File: src/rtl/wb_copy_dma_if.sv
// Wishbone classic bus bundle shared by the copy engine and the peripherals it drives.
interface wb_copy_dma_if;
    logic [31:0] addr;
    logic [31:0] data_wr;
    logic [31:0] data_rd;
    logic [3:0]  sel;
    logic        we;
    logic        cyc;
    logic        stb;
    logic        ack;
    logic        err;

    modport master (
        output addr, data_wr, sel, we, cyc, stb,
        input  data_rd, ack, err
    );

    modport slave (
        input  addr, data_wr, sel, we, cyc, stb,
        output data_rd, ack, err
    );
endinterface

File: src/rtl/wb_copy_dma.sv
// Wishbone classic initiator copying a block of 32-bit words, one read then one write per word,
// with a per-transaction watchdog and sticky error reporting.
module wb_copy_dma #(
    parameter int TIMEOUT_CYCLES = 255,
    parameter int LEN_WIDTH      = 16
) (
    input  logic                 i_clk,
    input  logic                 i_rst,
    wb_copy_dma_if.master        wb,
    input  logic                 i_start,
    input  logic [31:0]          i_src_addr,
    input  logic [31:0]          i_dst_addr,
    input  logic [LEN_WIDTH-1:0] i_len_words,
    output logic                 o_busy,
    output logic                 o_done,
    output logic                 o_error,
    output logic [31:0]          o_err_addr,
    output logic [LEN_WIDTH-1:0] o_words_done
);

    typedef enum logic [2:0] {
        IDLE,
        RD,
        RD_GAP,
        WR,
        WR_GAP,
        DONE
    } state_t;

    // The watchdog only has to count up to TIMEOUT_CYCLES-1 before it fires.
    localparam int WD_WIDTH = (TIMEOUT_CYCLES > 1) ? $clog2(TIMEOUT_CYCLES) : 1;
    localparam logic [WD_WIDTH-1:0] WD_LAST =
        WD_WIDTH'((TIMEOUT_CYCLES > 0) ? (TIMEOUT_CYCLES - 1) : 0);

    state_t                state;
    logic [31:0]           src_ptr;
    logic [31:0]           dst_ptr;
    logic [LEN_WIDTH-1:0]  len_q;
    logic [31:0]           data_buf;
    logic [WD_WIDTH-1:0]   watchdog;
    logic                  wd_expired;

    assign wd_expired = (TIMEOUT_CYCLES != 0) && (watchdog == WD_LAST);

    // o_words_done doubles as the word index; the pointers advance by one word per completed write.
    always_ff @(posedge i_clk) begin
        if (i_rst) begin
            state        <= IDLE;
            wb.cyc       <= 1'b0;
            wb.stb       <= 1'b0;
            wb.we        <= 1'b0;
            wb.sel       <= 4'h0;
            wb.addr      <= 32'h0;
            wb.data_wr   <= 32'h0;
            o_busy       <= 1'b0;
            o_done       <= 1'b0;
            o_error      <= 1'b0;
            o_err_addr   <= 32'h0;
            o_words_done <= '0;
            src_ptr      <= 32'h0;
            dst_ptr      <= 32'h0;
            len_q        <= '0;
            data_buf     <= 32'h0;
            watchdog     <= '0;
        end else begin
            case (state)
                IDLE: begin
                    if (i_start) begin
                        o_busy       <= 1'b1;
                        o_error      <= 1'b0;
                        o_words_done <= '0;
                        src_ptr      <= i_src_addr;
                        dst_ptr      <= i_dst_addr;
                        len_q        <= i_len_words;
                        if (i_src_addr[1:0] != 2'b00) begin
                            o_error    <= 1'b1;
                            o_err_addr <= i_src_addr;
                            o_done     <= 1'b1;
                            state      <= DONE;
                        end else if (i_dst_addr[1:0] != 2'b00) begin
                            o_error    <= 1'b1;
                            o_err_addr <= i_dst_addr;
                            o_done     <= 1'b1;
                            state      <= DONE;
                        end else if (i_len_words == '0) begin
                            o_done <= 1'b1;
                            state  <= DONE;
                        end else begin
                            wb.cyc   <= 1'b1;
                            wb.stb   <= 1'b1;
                            wb.we    <= 1'b0;
                            wb.sel   <= 4'hF;
                            wb.addr  <= i_src_addr;
                            watchdog <= '0;
                            state    <= RD;
                        end
                    end
                end

                RD, WR: begin
                    // err wins over a simultaneous ack; a late ack still beats a watchdog expiring that cycle.
                    if (wb.err || (!wb.ack && wd_expired)) begin
                        wb.cyc     <= 1'b0;
                        wb.stb     <= 1'b0;
                        o_error    <= 1'b1;
                        o_err_addr <= wb.addr;
                        o_done     <= 1'b1;
                        state      <= DONE;
                    end else if (wb.ack) begin
                        wb.cyc <= 1'b0;
                        wb.stb <= 1'b0;
                        if (state == RD) begin
                            data_buf <= wb.data_rd;
                            state    <= RD_GAP;
                        end else begin
                            o_words_done <= o_words_done + 1'b1;
                            src_ptr      <= src_ptr + 32'd4;
                            dst_ptr      <= dst_ptr + 32'd4;
                            state        <= WR_GAP;
                        end
                    end else begin
                        watchdog <= watchdog + 1'b1;
                    end
                end

                RD_GAP: begin
                    wb.cyc     <= 1'b1;
                    wb.stb     <= 1'b1;
                    wb.we      <= 1'b1;
                    wb.sel     <= 4'hF;
                    wb.addr    <= dst_ptr;
                    wb.data_wr <= data_buf;
                    watchdog   <= '0;
                    state      <= WR;
                end

                WR_GAP: begin
                    if (o_words_done == len_q) begin
                        o_done <= 1'b1;
                        state  <= DONE;
                    end else begin
                        wb.cyc   <= 1'b1;
                        wb.stb   <= 1'b1;
                        wb.we    <= 1'b0;
                        wb.sel   <= 4'hF;
                        wb.addr  <= src_ptr;
                        watchdog <= '0;
                        state    <= RD;
                    end
                end

                DONE: begin
                    o_done <= 1'b0;
                    o_busy <= 1'b0;
                    wb.we  <= 1'b0;
                    state  <= IDLE;
                end

                default: begin
                    state <= IDLE;
                end
            endcase
        end
    end

endmodule
File: src/flat_wrapper.sv
// flat-port wrapper written by rule: the top's interface ports become plain ports
module wb_copy_dma_flat 
#(
    parameter int TIMEOUT_CYCLES = 255,
    parameter int LEN_WIDTH      = 16
)
  (i_clk, i_rst, i_start, i_src_addr, i_dst_addr, i_len_words, o_busy, o_done, o_error, o_err_addr, o_words_done, wb_addr, wb_data_wr, wb_sel, wb_we, wb_cyc, wb_stb, wb_data_rd, wb_ack, wb_err);
  wb_copy_dma_if wb_i ();
  input  logic i_clk;
  input  logic i_rst;
  input  logic i_start;
  input  logic [31:0] i_src_addr;
  input  logic [31:0] i_dst_addr;
  input  logic [LEN_WIDTH-1:0] i_len_words;
  output logic o_busy;
  output logic o_done;
  output logic o_error;
  output logic [31:0] o_err_addr;
  output logic [LEN_WIDTH-1:0] o_words_done;
  output wire logic [$bits(wb_i.addr)-1:0] wb_addr;
  output wire logic [$bits(wb_i.data_wr)-1:0] wb_data_wr;
  output wire logic [$bits(wb_i.sel)-1:0] wb_sel;
  output wire logic [$bits(wb_i.we)-1:0] wb_we;
  output wire logic [$bits(wb_i.cyc)-1:0] wb_cyc;
  output wire logic [$bits(wb_i.stb)-1:0] wb_stb;
  input wire logic [$bits(wb_i.data_rd)-1:0] wb_data_rd;
  input wire logic [$bits(wb_i.ack)-1:0] wb_ack;
  input wire logic [$bits(wb_i.err)-1:0] wb_err;
  assign wb_addr = wb_i.addr;
  assign wb_data_wr = wb_i.data_wr;
  assign wb_sel = wb_i.sel;
  assign wb_we = wb_i.we;
  assign wb_cyc = wb_i.cyc;
  assign wb_stb = wb_i.stb;
  assign wb_i.data_rd = wb_data_rd;
  assign wb_i.ack = wb_ack;
  assign wb_i.err = wb_err;
  wb_copy_dma #(.TIMEOUT_CYCLES(TIMEOUT_CYCLES), .LEN_WIDTH(LEN_WIDTH)) u_core (.i_clk(i_clk), .i_rst(i_rst), .wb(wb_i), .i_start(i_start), .i_src_addr(i_src_addr), .i_dst_addr(i_dst_addr), .i_len_words(i_len_words), .o_busy(o_busy), .o_done(o_done), .o_error(o_error), .o_err_addr(o_err_addr), .o_words_done(o_words_done));
endmodule
File: config.mk
export PLATFORM = sky130hd
export DESIGN_NAME = wb_copy_dma_flat
export DESIGN_NICKNAME = d
export VERILOG_FILES = /design/src/rtl/wb_copy_dma_if.sv /design/src/rtl/wb_copy_dma.sv /design/src/flat_wrapper.sv
export SDC_FILE = /design/constraint.sdc
export NUM_CORES = 1
export LEC_CHECK = 0
export BUFFER_PORTS_ARGS = -buffer_cell sky130_fd_sc_hd__buf_2
export CAP_MARGIN = 20
export CORE_MARGIN = 3
export CORE_UTILIZATION = 45
export DETAILED_ROUTE_END_ITERATION = 10
export GPL_TIMING_DRIVEN = 0
export PLACE_DENSITY = 0.7
export SLEW_MARGIN = 20
export SYNTH_ARGS = -nofsm -noshare
export SYNTH_HDL_FRONTEND = slang
export SYNTH_SLANG_ARGS = --single-unit
File: constraint.sdc
create_clock -name i_clk -period 2.8 [get_ports i_clk]
set_input_delay 0 -clock i_clk [delete_from_list [all_inputs] [get_ports i_clk]]
set_output_delay 0 -clock i_clk [all_outputs]
set_load 0.005 [all_outputs]
# Yosys cells after proc, flatten, opt, wreduce, memory -nomap -nowiden
# Cells that the tools add are included.
[op_classes]
n_addsub = 4
eq_ne = 21
n_mux = 76
bitwise_logic = 1
n_reduce_logical = 26
[op_table]
columns = ["op", "n"]
rows = [
  ["$mux W32", 17],
  ["$pmux W32 S2", 3],
  ["$pmux W32 S3", 1],
  ["$add A32 B3 Y32 const B", 2],
  ["$mux W16", 4],
  ["$mux W8", 7],
  ["$pmux W16 S2", 1],
  ["$pmux W8 S4", 1],
  ["$mux W3", 8],
  ["$mux W1", 22],
  ["$mux W4", 5],
  ["$ne A2 B2 Y1 const B", 9],
  ["$add A16 B1 Y16 const B", 1],
  ["$eq A16 B16 Y1", 1],
  ["$logic_not A16 Y1", 1],
  ["$pmux W1 S4", 3],
  ["$pmux W3 S4", 1],
  ["$pmux W4 S3", 1],
  ["$reduce_and A6 Y1", 2],
  ["$reduce_bool A4 Y1", 3],
  ["$reduce_and A5 Y1", 2],
  ["$add A8 B1 Y8 const B", 1],
  ["$eq A8 B8 Y1 const B", 1],
  ["$reduce_and A4 Y1", 2],
  ["other kinds (20)", 29],
]
[totals]
regBits = 244
in_bits = 117
wordCells = 144

# Depth between registers and ports, before layout
[logic_depth]
word_depth = 6
mapped_depth = 9
mapped_depth_nobuf = 8

# Worst setup path before layout
# OpenSTA, ideal clock, no wires.
[synth_timing]
path_kind = "register to register"
from = "reg u_core.src_ptr[2]"
to = "reg u_core.src_ptr[26]"
setup_ns = 0.103
arrival_time_ns = 1.960
slack_ns = 0.736
path_stages_with_launch = 8
path_buffers = 0
period_less_slack_ns = 2.064
path_cell_list = "dfxtp_1 ha_1 nand2_2 or4_4 or2_4 nor2_4 a311oi_1 a2111oi_2"
[synth_between]
elab_chain_cells = 5
[synth_rtl]
columns = ["element", "line", "text"]
rows = [
  ["start: declaration", "wb_copy_dma.sv:36", "logic [31:0] src_ptr;"],
  ["start signal: assignment", "wb_copy_dma.sv:72", "src_ptr <= i_src_addr;"],
  ["start signal: assignment", "wb_copy_dma.sv:117", "src_ptr <= src_ptr + 32'd4;"],
  ["$add A32 B3 Y32", "wb_copy_dma.sv:117", ""],
  ["$mux W32", "wb_copy_dma.sv:112", "if (state == RD) begin"],
  ["$mux W32", "wb_copy_dma.sv:109", "end else if (wb.ack) begin"],
  ["$mux W32", "wb_copy_dma.sv:102", "if (wb.err || (!wb.ack && wd_expired)) begin"],
  ["$pmux W32 S2", "wb_copy_dma.sv:66", "case (state)"],
]
# No other way between the ends. The select of a mux whose other input is x is not followed.
# A chain may end at the register's enable or synchronous reset.

# Final worst setup path
[layout_timing]
from = "reg u_core.state[2]"
to = "reg u_core.wb.addr[30]"
[layout_between]
elab_chain_cells = 3
[layout_rtl]
columns = ["element", "line", "text"]
rows = [
  ["start: declaration", "wb_copy_dma.sv:35", "state_t state;"],
  ["start signal: assignment", "wb_copy_dma.sv:48", "state <= IDLE;"],
  ["start signal: assignment", "wb_copy_dma.sv:79", "state <= DONE;"],
  ["start signal: assignment", "wb_copy_dma.sv:84", "state <= DONE;"],
  ["$eq A3 B3 Y1, or another cell as far along", "wb_copy_dma.sv:66", ""],
  ["$ne A2 B2 Y1 (no source line) or $reduce_bool A3 Y1 (tied branches)", "--", ""],
  ["$reduce_and A6 Y1 (no source line)", "--", ""],
  ["end signal: assignment", "wb_copy_dma.sv:93", "wb.addr <= i_src_addr;"],
  ["end signal: assignment", "wb_copy_dma.sv:131", "wb.addr <= dst_ptr;"],
  ["end signal: assignment", "wb_copy_dma.sv:146", "wb.addr <= src_ptr;"],
  ["end: declaration", "wb_copy_dma_if.sv:14", "output addr, data_wr, sel, we, cyc, stb,"],
]
# Several ways; a longest one is shown, not always the timed one.

==> flow_summary.ini <==
[min_path]
hold_class = input port to register

[sta]
slew_headroom_pct = 32.8
hold_viol = 0
finalClockSkew_ps = 30.5
worst_pin_slew_ps = 1010
fmaxAchievable_mhz = 363
hold_slack_ps = 195
maxSlewViolCount = 0
fin_crit_sh_pct = 98.4
period_minus_slack_ps = 2760
setup_viol = 0
rsz0062_at_grt = false

[synth]
yosysMostFrequentCell = nand2_1
synth-edff-count = 0
ys.flop_type = dfxtp_1
ys.warnings.count = 0
netlist_top_cells_area = dfxtp_1 (41%), a21oi_1 (10%), nand2_1 (9.8%)
synthCells = 1558
syn_area_um2 = 11800
netlist.area_leader.share_pct = 40.8
yosysUniqueCellTypes = 72
ys_ff_latch = 241
synth_area_per_cell_um2 = 7.59
synth_fp_nets = 1680
postSynth.asyncResetShare_pct = 0
synth_area_leader_cell = dfxtp_1
synth_commonest_cells = nand2_1 (309), dfxtp_1 (241), a21oi_1 (238)
yosysSeqAreaShare_pct = 40.8

[clock_network]
path_clk_slew_ps = 60
cts.sinks = 241
clockBufferDepth = 3
post_cts.repair.setup_buffers = 0
root_buffer = clkbuf_16
cts_tree = built
numCtsBuffers = 27
clock_latency_ps = 570
ctsHtreeMaxLevel = 1

[floorplanning]
ios = 239
dieArea_um2 = 28300
die_x_um = 168
core_um2 = 25500
initial_core_util_pct = 46.3
die_h_um = 168
num_rows = 58

[power]
pwr-share-clk_pct = 29.8
peakVddDrop_uv = 659
p_int_uw = 7680
net-switching-power_uw = 5010
combPwrFrac_pct = 34.7
power.total_uw = 12700
leakagePower_uw = 0.00609
p_sw_share_pct = 39.5
p_seq_share_pct = 35.6
power.density_nw_per_um2 = 817

[routing]
routed_wl_mm = 51.4
num_vias = 14013
first_iter_violations = 1419
via_per_inst = 6.13
first_pass_iters = 6
drc = 0
ant_nets = 0
wl_per_cell_um = 22.5

[run_status]
outcome = finished clean

[worst_setup_path]
cp_max_fo = 10
cp.required_ps = 3180
crit_type = register to register
cp-start-kind = register
cp-end-kind = register
r2r_setup_slack_ps = 40
arrival_ps = 3140

[layout]
num_antenna_cells = 0
finish.instance_area_um2 = 15500
fin_nets = 2060
drive_above_1_share_pct = 17.8
utilization_pct = 60.8
area_growth_syn_to_layout_pct = 31.2

[global_routing]
grt_start_max_net_pins = 14
grt_pass1_wl_mm = 77.6
gr-total-overflow = 0
antenna_found_initial = 0
grt_pass1_vias = 13506
grt_usage_pct = 34.7

[placed_design]
dpl_cell_area_um2 = 13400
routabilityCongestion = 0.990
io_buffers = 236
place_hpwl_mm = 35.4

[run]
max_cap_violations = 0
## worst max-delay path, cell delays in order, from the launching register on
cell and delay [ps]:
dfxtp_1 380, buf_2 240, a211oi_2 840, and2_1 230, clkbuf_1 370, buf_2 400
a211oi_1 130
## sequential cells by signal (all words and copies together) (netlist names), 3 cells and up
signal               count
u_core.o_words_done     16
u_core.src_ptr          32
u_core.o_err_addr       32
u_core.wb.data_wr       32
u_core.dst_ptr          32
u_core.wb.addr          32
u_core.data_buf         32
u_core.watchdog          8
u_core.state             3
u_core.len_q            16
## routing by layer
metal / track usage [%] / share of wire [%] / vias to the layer above
met5: 0 / 0 / -
met4: 16.3 / 5.2 / 0
met3: 6.06 / 10 / 172
met2: 56.6 / 45 / 894
met1: 44.7 / 39 / 6566
li1: - / - / 6381
## per-stage QoR
| stage | setup TNS [ps] | setup WS, ps | std cells |
|---|---|---|---|
| final | 0 | 44.4 | 2287 |
| after global routing | 0 | 42.5 | 2287 |
| after CTS | 0 | 26.1 | 2287 |
| after detailed placement | -1070 | -213 | 2124 |
| after global placement | -1030 | -222 | 2124 |
| after floorplan | 0 | 736 | 1558 |
## layout make-up
cell class,count,area (um2)
flip-flops and latches,241,4820
well taps,330,413
repair buffers,351,2330
inverters,18,67.6
clock buffers,34,742
clock inverters,14,179
plain buffers,135,623
fillers,2363,10000
multi-input cells,1164,6340
## power by group through the flow
stage          registers (uW)  clock network (uW)  logic (uW)
2_1_floorplan            4450                   0        2400
3_3_place_gp             4550                   0        4040
3_5_place_dp             4550                   0        4090
4_1_cts                  4480                3770        4230
5_1_grt                  4580                3900        4670
6_report                 4510                3780        4400
## cell usage in the layout (no fill, tap or decap), types with 9 or more instances in the layout
master | synthesis | routed
buf_2 | 25 | 261
nand4_1 | 22 | 22
clkbuf_16 | 0 | 27
inv_1 | 18 | 18
clkbuf_8 | 5 | 9
nor2_1 | 90 | 90
clkbuf_1 | 95 | 95
o31ai_1 | 10 | 10
o211ai_1 | 36 | 36
and3_1 | 14 | 14
dlygate4sd3_1 | 0 | 115
nor4_1 | 22 | 21
dfxtp_1 | 241 | 241
a31oi_1 | 13 | 13
a21oi_1 | 238 | 238
nand3_1 | 78 | 78
nor3_1 | 25 | 25
a211oi_1 | 44 | 44
xor2_1 | 28 | 28
o21ai_0 | 77 | 77
a22o_1 | 28 | 28
nand2_1 | 309 | 309
a32o_1 | 9 | 9
## cells by family after synthesis
logic type                 Yosys count  synth area share, %
buffers and inverters              153                 5.81
muxes                                3                0.264
adders and majority gates            5                0.529
AOI/OAI and AO/OA                  518                 27.1
xor gates and xnor gates            31                 2.30
DFF                                241                 40.8
and+or+nand+nor                    607                 23.2
## path summary, 6_finish.rpt
check	start	endpoint	cells past startpoint
setup / recovery	u_core.state[2]$_SDFFE_PP0P_	u_core.wb.addr[30]$_SDFFE_PP0P_	6
hold / removal	i_src_addr[1]	u_core.o_err_addr[3]$_SDFFE_PP0P_	5
setup reg to reg	u_core.state[2]$_SDFFE_PP0P_	u_core.wb.addr[30]$_SDFFE_PP0P_	6
hold reg to reg	u_core.data_buf[27]$_SDFFE_PP0P_	u_core.wb.data_wr[27]$_SDFFE_PP0N_	2
## timing repair
item                       in CTS  in global routing
hold endpoints to repair      175                  0
gates resized for setup         1                  7
hold buffers                  115                  0
setup endpoints to repair      10                 21
Note: power is estimated with default switching activity, not from simulation.
